## config.mk

```make
export PLATFORM = sky130hd
export DESIGN_NAME = hazard_ctrl_unit
export DESIGN_NICKNAME = d
export VERILOG_FILES = /design/src/rtl/hazard_ctrl_unit.sv
export SDC_FILE = /design/constraint.sdc
export NUM_CORES = 1
export LEC_CHECK = 0
export CAP_MARGIN = 20
export CORE_ASPECT_RATIO = 1.5
export CORE_UTILIZATION = 31
export CTS_CLUSTER_SIZE = 30
export DETAILED_ROUTE_END_ITERATION = 10
export GPL_ROUTABILITY_DRIVEN = 0
export SYNTH_ARGS = -nofsm -noshare
export SYNTH_HDL_FRONTEND = slang
export SYNTH_SLANG_ARGS = --single-unit
```

## constraint.sdc

```tcl
create_clock -name clk -period 2.2 [get_ports clk]
set_input_delay 0.22 -clock clk [delete_from_list [all_inputs] [get_ports clk]]
set_output_delay 0.22 -clock clk [all_outputs]
set_load 0.1 [all_outputs]
```

## src/rtl/hazard_ctrl_unit.sv

```systemverilog
// Hazard controller for the 5-stage MIPS pipeline: load-use stalls, branch flush, memory wait.
// Optional HAZARD_PERF_CNT_EN adds saturating stall/wait/flush event counters.
module hazard_ctrl_unit #(
  parameter int REG_AW  = 5,
  parameter int LU_CYC  = 1,
  parameter int MEM_TMO = 64
) (
  input  logic              clk,
  input  logic              rst_n,
  input  logic [REG_AW-1:0] id_rs,
  input  logic [REG_AW-1:0] id_rt,
  input  logic              id_uses_rt,
  input  logic [REG_AW-1:0] ex_rt,
  input  logic              ex_memread,
  input  logic              branch_taken,
  input  logic              mem_req,
  input  logic              mem_ready,
  output logic              pc_en,
  output logic              if_id_en,
  output logic              if_id_flush,
  output logic              id_ex_en,
  output logic              id_ex_bubble,
  output logic              ex_mem_en,
  output logic              mem_err
`ifdef HAZARD_PERF_CNT_EN
  ,
  output logic [15:0]       lu_stall_cnt,
  output logic [15:0]       mem_wait_cnt,
  output logic [15:0]       flush_cnt
`endif
);

  localparam logic [1:0] S_RUN = 2'd0;
  localparam logic [1:0] S_LU  = 2'd1;
  localparam logic [1:0] S_MW  = 2'd2;

  localparam logic [3:0] LU_INIT = 4'(LU_CYC - 1);
  localparam logic [7:0] TMO     = 8'(MEM_TMO);
  localparam bit         MULTI   = (LU_CYC > 1);

  logic [1:0] r_state;
  logic [3:0] r_lu_cnt;
  logic [7:0] r_wait_cnt;
  logic       r_mem_err;

  logic [1:0] w_state_nxt;
  logic [3:0] w_lu_nxt;
  logic [7:0] w_wait_nxt;
  logic       w_err_nxt;

  logic w_lu_haz;
  logic w_mwait;
  logic w_stall_ctx;
  logic w_stall;
  logic w_sel_mw;
  logic w_sel_br;
  logic w_sel_st;
  logic w_sel_run;
  logic [5:0] w_ctl;

  assign w_lu_haz = ex_memread
                  & (ex_rt != '0)
                  & ((ex_rt == id_rs)
                  | (id_uses_rt & (ex_rt == id_rt)));

  assign w_mwait = mem_req & ~mem_ready;

  // A wait that interrupted a stall resumes the stall on the same cycle it ends
  assign w_stall_ctx = (r_state == S_LU)
                     | ((r_state == S_MW) & (r_lu_cnt != 4'd0));

  assign w_stall = w_stall_ctx | w_lu_haz;

  assign w_sel_mw  = w_mwait;
  assign w_sel_br  = ~w_mwait & branch_taken;
  assign w_sel_st  = ~w_mwait & ~branch_taken & w_stall;
  assign w_sel_run = ~w_mwait & ~branch_taken & ~w_stall;

  always_comb begin
    w_ctl = 6'b000010;
    if (rst_n) begin
      unique case (1'b1)
        w_sel_mw:  w_ctl = 6'b000000;
        w_sel_br:  w_ctl = 6'b111111;
        w_sel_st:  w_ctl = 6'b000111;
        w_sel_run: w_ctl = 6'b110101;
        default:   w_ctl = 6'b000010;
      endcase
    end
  end

  assign {pc_en, if_id_en, if_id_flush,
          id_ex_en, id_ex_bubble, ex_mem_en} = w_ctl;

  assign mem_err = r_mem_err;

  always_comb begin
    w_state_nxt = r_state;
    w_lu_nxt    = r_lu_cnt;
    w_wait_nxt  = r_wait_cnt;
    w_err_nxt   = r_mem_err;
    if (w_mwait) begin
      w_state_nxt = S_MW;
      if (r_wait_cnt != 8'hFF)
        w_wait_nxt = r_wait_cnt + 8'd1;
      if (w_wait_nxt >= TMO)
        w_err_nxt = 1'b1;
    end else begin
      w_wait_nxt = 8'd0;
      if (branch_taken) begin
        w_state_nxt = S_RUN;
        w_lu_nxt    = 4'd0;
      end else if (w_stall_ctx) begin
        if (r_lu_cnt <= 4'd1) begin
          w_state_nxt = S_RUN;
          w_lu_nxt    = 4'd0;
        end else begin
          w_state_nxt = S_LU;
          w_lu_nxt    = r_lu_cnt - 4'd1;
        end
      end else if (w_lu_haz && MULTI) begin
        w_state_nxt = S_LU;
        w_lu_nxt    = LU_INIT;
      end else begin
        w_state_nxt = S_RUN;
      end
    end
  end

  always_ff @(posedge clk or negedge rst_n) begin
    if (!rst_n) begin
      r_state    <= S_RUN;
      r_lu_cnt   <= 4'd0;
      r_wait_cnt <= 8'd0;
      r_mem_err  <= 1'b0;
    end else begin
      r_state    <= w_state_nxt;
      r_lu_cnt   <= w_lu_nxt;
      r_wait_cnt <= w_wait_nxt;
      r_mem_err  <= w_err_nxt;
    end
  end

`ifdef HAZARD_PERF_CNT_EN
  logic [15:0] r_lu_stall_cnt;
  logic [15:0] r_mem_wait_cnt;
  logic [15:0] r_flush_cnt;

  always_ff @(posedge clk or negedge rst_n) begin
    if (!rst_n) begin
      r_lu_stall_cnt <= 16'd0;
      r_mem_wait_cnt <= 16'd0;
      r_flush_cnt    <= 16'd0;
    end else begin
      if (id_ex_bubble && !branch_taken && r_lu_stall_cnt != 16'hFFFF)
        r_lu_stall_cnt <= r_lu_stall_cnt + 16'd1;
      if (w_mwait && r_mem_wait_cnt != 16'hFFFF)
        r_mem_wait_cnt <= r_mem_wait_cnt + 16'd1;
      if (if_id_flush && r_flush_cnt != 16'hFFFF)
        r_flush_cnt <= r_flush_cnt + 16'd1;
    end
  end

  assign lu_stall_cnt = r_lu_stall_cnt;
  assign mem_wait_cnt = r_mem_wait_cnt;
  assign flush_cnt    = r_flush_cnt;
`endif

endmodule

```

After elaboration in Yosys (flattened, before gate mapping)
Index checks and enable logic that the tools add are counted.
- register bits: 15
- bits of input ports: 22
- add/sub/neg operators: 2
- $lt $le $gt $ge: 2
- equal/unequal tests: 5
- mux-type cells: 12
- bitwise operators: 16
- reduce and logical (&&, ||, !) cells: 5
- operators with widths (kind ; count):
    2-to-1 mux 8 bit ; 3
    one-hot mux 6 bit (4 select lines) ; 1
    2-to-1 mux 4 bit ; 3
    == test 5 bit ; 2
    bitwise AND 1 bit ; 9
    adder 8 x 1 -> 8 bit, second input constant ; 1
    greater-or-equal comparator 8 x 7 -> 1 bit, second input constant ; 1
    != test 8 bit, second input constant ; 1
    2-to-1 mux 2 bit ; 3
    2-to-1 mux 6 bit ; 1
    nonzero test 5 bit ; 1
    <= comparator 4 x 1 -> 1 bit, second input constant ; 1
    inverter 1 bit ; 4
    AND reduction 2 bit ; 2
    nonzero test 4 bit ; 1
    subtractor 4 x 1 -> 4 bit, second input constant ; 1
    bitwise OR 1 bit ; 3
    == test 2 x 1 -> 1 bit, second input constant ; 1
    == test 2 bit, second input constant ; 1
    nonzero test 2 bit ; 1
    2-to-1 mux 1 bit ; 1

Longest topological paths before layout
- depth after elaboration: 9
- mapped depth: 7
- gate-level depth less buffers: 6

Least setup slack after synthesis
Ideal clock, no wire load.
- kind: input to output
- start point: input port mem_ready
- end point: output port pc_en
- data arrival time: 2685 ps
- setup slack: -705 ps
- stages on the path: 5
- path buffers: 1
- path through: nand2b_1 and2_1 a21boi_0 o31a_1 buf_4
- cells in the longest elaborated chain, start to end: 7
- elaborated cells between the ends (all ways): 9
- classes of those cells: mux: 2; bitwise: 7
- RTL lines (item ; RTL line ; RTL):
    from (decl) ; 17 ; input logic mem_ready,
    inverter 1 bit * ; 66 ; assign w_mwait = mem_req & ~mem_ready;
    bitwise AND 1 bit * ; 66 ;
    inverter 1 bit ; 75, 76, 77 ;
    bitwise AND 1 bit ; 76, 77 ;
    bitwise AND 1 bit (on tied branches) ; 77, 76 ;
    one-hot mux 6 bit (4 select lines) * ; 82 ; unique case (1'b1)
    2-to-1 mux 6 bit * ; 81 ; if (rst_n) begin
    to (decl) ; 18 ; output logic pc_en,
Every way passes the cells marked *; elsewhere a longest branch is shown, timed or not.

Final worst setup path
- start point: input port ex_rt[3]
- end point: output port pc_en
- cells in the longest elaborated chain, start to end: 9
- elaborated cells between the ends (all ways): 13
- classes of those cells: eq/ne: 2; mux: 2; bitwise: 8; reduce/logical: 1
- RTL lines (item ; RTL line ; RTL):
    from (decl) ; 13 ; input logic [REG_AW-1:0] ex_rt,
    == test 5 bit ; 64 ; | (id_uses_rt & (ex_rt == id_rt)));
    bitwise AND 1 bit ; 64 ;
    bitwise OR 1 bit ; 64 ;
    bitwise AND 1 bit * ; 63 ; & ((ex_rt == id_rs)
    bitwise OR 1 bit * ; 72 ; assign w_stall = w_stall_ctx | w_lu_haz;
    inverter 1 bit ; 77 ; assign w_sel_run = ~w_mwait & ~branch_taken & ~w_stall;
    bitwise AND 1 bit ; 77 ;
    one-hot mux 6 bit (4 select lines) * ; 82 ;
    2-to-1 mux 6 bit * ; 81 ;
Marks and branches as above.

==> impl_metrics.yaml <==
outcome:
  outcome: "finished, final reports clean"
worst_setup_path:
  worstPathRequired_ps: 1980
  critPathCaptureType: "output port"
  slowest_stage: "clkdlybuf4s50_1"
  worstSetupPathType: "in -> out"
  r2r-start: "r_lu_cnt[0]"
  crit_family: "buffers and inverters"
  cp.arrival_ps: 1930
  path_cells: "clkdlybuf4s50_1 > xor2_1 > nor4_2 > a32oi_1 > o31a_2 > buf_12"
  r2r_cells: 6
  r2r_slack_ps: 640
  cpPeakStageDelay_ps: 460
  path_max_fanout: 3
  crit_path_start_kind: "primary input"
  cp_num_buf_inv: 2
  r2r-end: "r_lu_cnt[1]"
synth:
  synth_area_leaders: "dfrtp_1 39%, xor2_1 8.2%, ha_1 3.9%"
  synth_top_area_share_pct: 38.9
  syn_avg_cell_area_um2: 9.76
  synth.largest_area_cell: "dfrtp_1"
  yosysWarnings: 0
  syn_nets: 124
  synth.distinct_cells: 39
  synthesis.area_um2: 966
  netlist_instances: 99
  yosysSeqAreaShare_pct: 38.9
  synth-seq-cells: 15
global_route:
  grt_usage_pct: 15.0
  grt_max_degree: 18
  overflow: 0
  antenna_found_initial: 0
  grt_pass1_vias: 883
  grt_pass1_wl_um: 3660
layout:
  drive_gt1_share_pct: 18.5
  n_antenna_cell: 0
  area_delta_synth_final_pct: 48.4
  fin_nets: 156
detailed_routing:
  ant_nets: 0
  vias: 848
  drt_pre_antenna_iters: 4
  wl_per_cell_um: 12.9
  vias_per_cell: 5.02
  drtIter0Drc: 20
  drc: 0
  drt-total-wl_um: 2180
cts:
  cts_root_buf: "clkbuf_8"
  post_cts_buffers: 0
  numCtsBuffers: 3
  h-tree-depth: 1
  clock_sinks: 15
  cts.hold.buffers_added: 0
  clkTransAtPathRegs_ps: 60
  cts_tree: "yes"
  cts_buffer_depth: 2
  clk_latency_ps: 240
timing:
  fin_crit_ps: 2150
  fmax_mhz: 466
  maxSlewViolCount: 0
  fin_tns_setup_ps: 0
  worst_pin_slew_ps: 364
  fin_crit_sh_pct: 97.5
  setup_violations: 0
  worst_clock_skew_ps: 3.45
  final-hold-violation-count: 0
  relSlewSlack_pct: 75.7
power:
  power_leakage_nw: 0.636
  ir_worst_vdd_v: 0.000256
  finalPower_w: 0.000688
  power_density_mw_per_mm2: 480
floorplan:
  initial_core_util_pct: 32.8
  rows: 24
  ios: 29
  die-area_mm2: 0.00335
  die_width_um: 47.6
  die_h_um: 70.4
  coreArea_mm2: 0.00294
place:
  hpwl_um: 1750
  port_buffers: 28
worst_hold_path:
  worst_hold_path_type: "in -> async"
run:
  drv_cap: 0
[cell usage in the layout, fill, tap and decap left out, drive strengths merged, types with 2 or more instances in the layout]
cell	synthesis	layout
a21boi	2	2
a21oi	4	4
a31oi	2	2
and2	2	2
and3	3	3
buf	3	10
clkbuf	1	4
clkdlybuf4s50	0	21
dfrtp	15	15
ha	3	3
inv	5	5
mux2i	2	2
nand2b	5	5
nand3	2	2
nor2	9	9
nor3	3	3
o21a	2	2
o21ai	5	5
o2bb2ai	2	2
xnor2	3	3
xor2	9	9
[cell families (layout without fill, tap and decap cells)]
kind of cell	count (synthesis)	count (layout)	synth area share (%)
muxes	2	2	2.07
xor gates and xnor gates	12	12	10.9
buffers and inverters	9	40	4.40
DFF	15	15	38.9
and+or+nand+nor	31	31	19.0
AOI/OAI and AO/OA	27	27	20.9
adders and majority gates	3	3	3.89
[cell usage after synthesis]
cell,count
dfrtp_1,15
nor2_1,9
xor2_1,9
inv_1,5
nand2b_1,5
a21oi_1,4
and3_1,3
ha_1,3
nor3_1,3
o21ai_0,3
xnor2_1,3
a21boi_0,2
a31oi_1,2
and2_1,2
buf_4,2
mux2i_1,2
nand3_1,2
o21a_1,2
o21ai_2,2
o2bb2ai_1,2
a311oi_1,1
a32oi_1,1
a41oi_1,1
and4_1,1
buf_2,1
clkbuf_1,1
nand3b_1,1
nand4_2,1
nor3b_1,1
nor4_2,1
o211ai_1,1
o21bai_1,1
o221ai_1,1
o22ai_1,1
o311ai_2,1
o31a_1,1
o31ai_1,1
or2_2,1
or4_1,1
[flip-flops by register name, indices dropped and copies added, names as in the netlist]
| register | flops |
|---|---|
| r_lu_cnt | 4 |
| r_wait_cnt | 8 |
| r_state | 2 |
| mem_err | 1 |
[where the power goes]
group | internal (W) | total, W | switching (W)
clock network | 0.000128 | 0.000218 | 0.0000896
logic | 0.0000862 | 0.000190 | 0.000103
registers | 0.000279 | 0.000281 | 0.00000227
[metal layers]
metal  vias up  share of wire (%)  track usage (%)
met3         4                2.9             2.58
met1       403                 37             15.4
li1        425                  -                -
met2        16                 58             26.8
met4         0                1.8             7.41
met5         -                  0                0
[what timing repair did]
action	4_1_cts	5_1_grt
setup endpoints to repair	3	3
pin swaps	0	1
gates resized for setup	2	5
[how the worst max path moves through the flow]
stage	startpoint	to	slack, ps	depth (start not counted)
after floorplan	r_lu_cnt[0]	pc_en	-90	7
after global placement	ex_rt[3]	if_id_en	70	6
after detailed placement	ex_rt[3]	if_id_en	40	6
after CTS	r_lu_cnt[0]	if_id_en	20	7
after global routing	r_lu_cnt[0]	id_ex_bubble	-5	7
final	ex_rt[3]	pc_en	50	6
[through the flow]
step / cells / hold slack [ps] / util [%] / setup slack (ps) / instance area (um2)
CTS: 169 / 323 / 48.0 / 22.7 / 1410
global placement: 165 / 497 / 46.3 / 65.9 / 1360
floorplan: 99 / -75.6 / - / -88.3 / 978
finish: 169 / 320 / 48.7 / 54.8 / 1430
global route: 169 / 340 / 48.7 / -5.08 / 1430
detailed placement: 165 / 506 / 46.3 / 42.5 / 1360
[worst register-to-register path: stages, from the launching register on]
cell      delay, ps
dfrtp_1         370
inv_1            90
ha_2            210
nor3b_4         160
o21ai_4         240
nand3b_1        220
o22ai_1         180
[area by class of cell]
| type | instances | area, um2 |
|---|---|---|
| Timing Repair Buffer | 31 | 360 |
| Inverter | 5 | 18.8 |
| Fill cell | 306 | 1510 |
| Multi-Input combinational cell | 75 | 586 |
| Sequential cell | 15 | 375 |
| Tap cell | 39 | 48.8 |
| Clock buffer | 4 | 45.0 |
No activity file was read; power rests on OpenSTA's default activity.
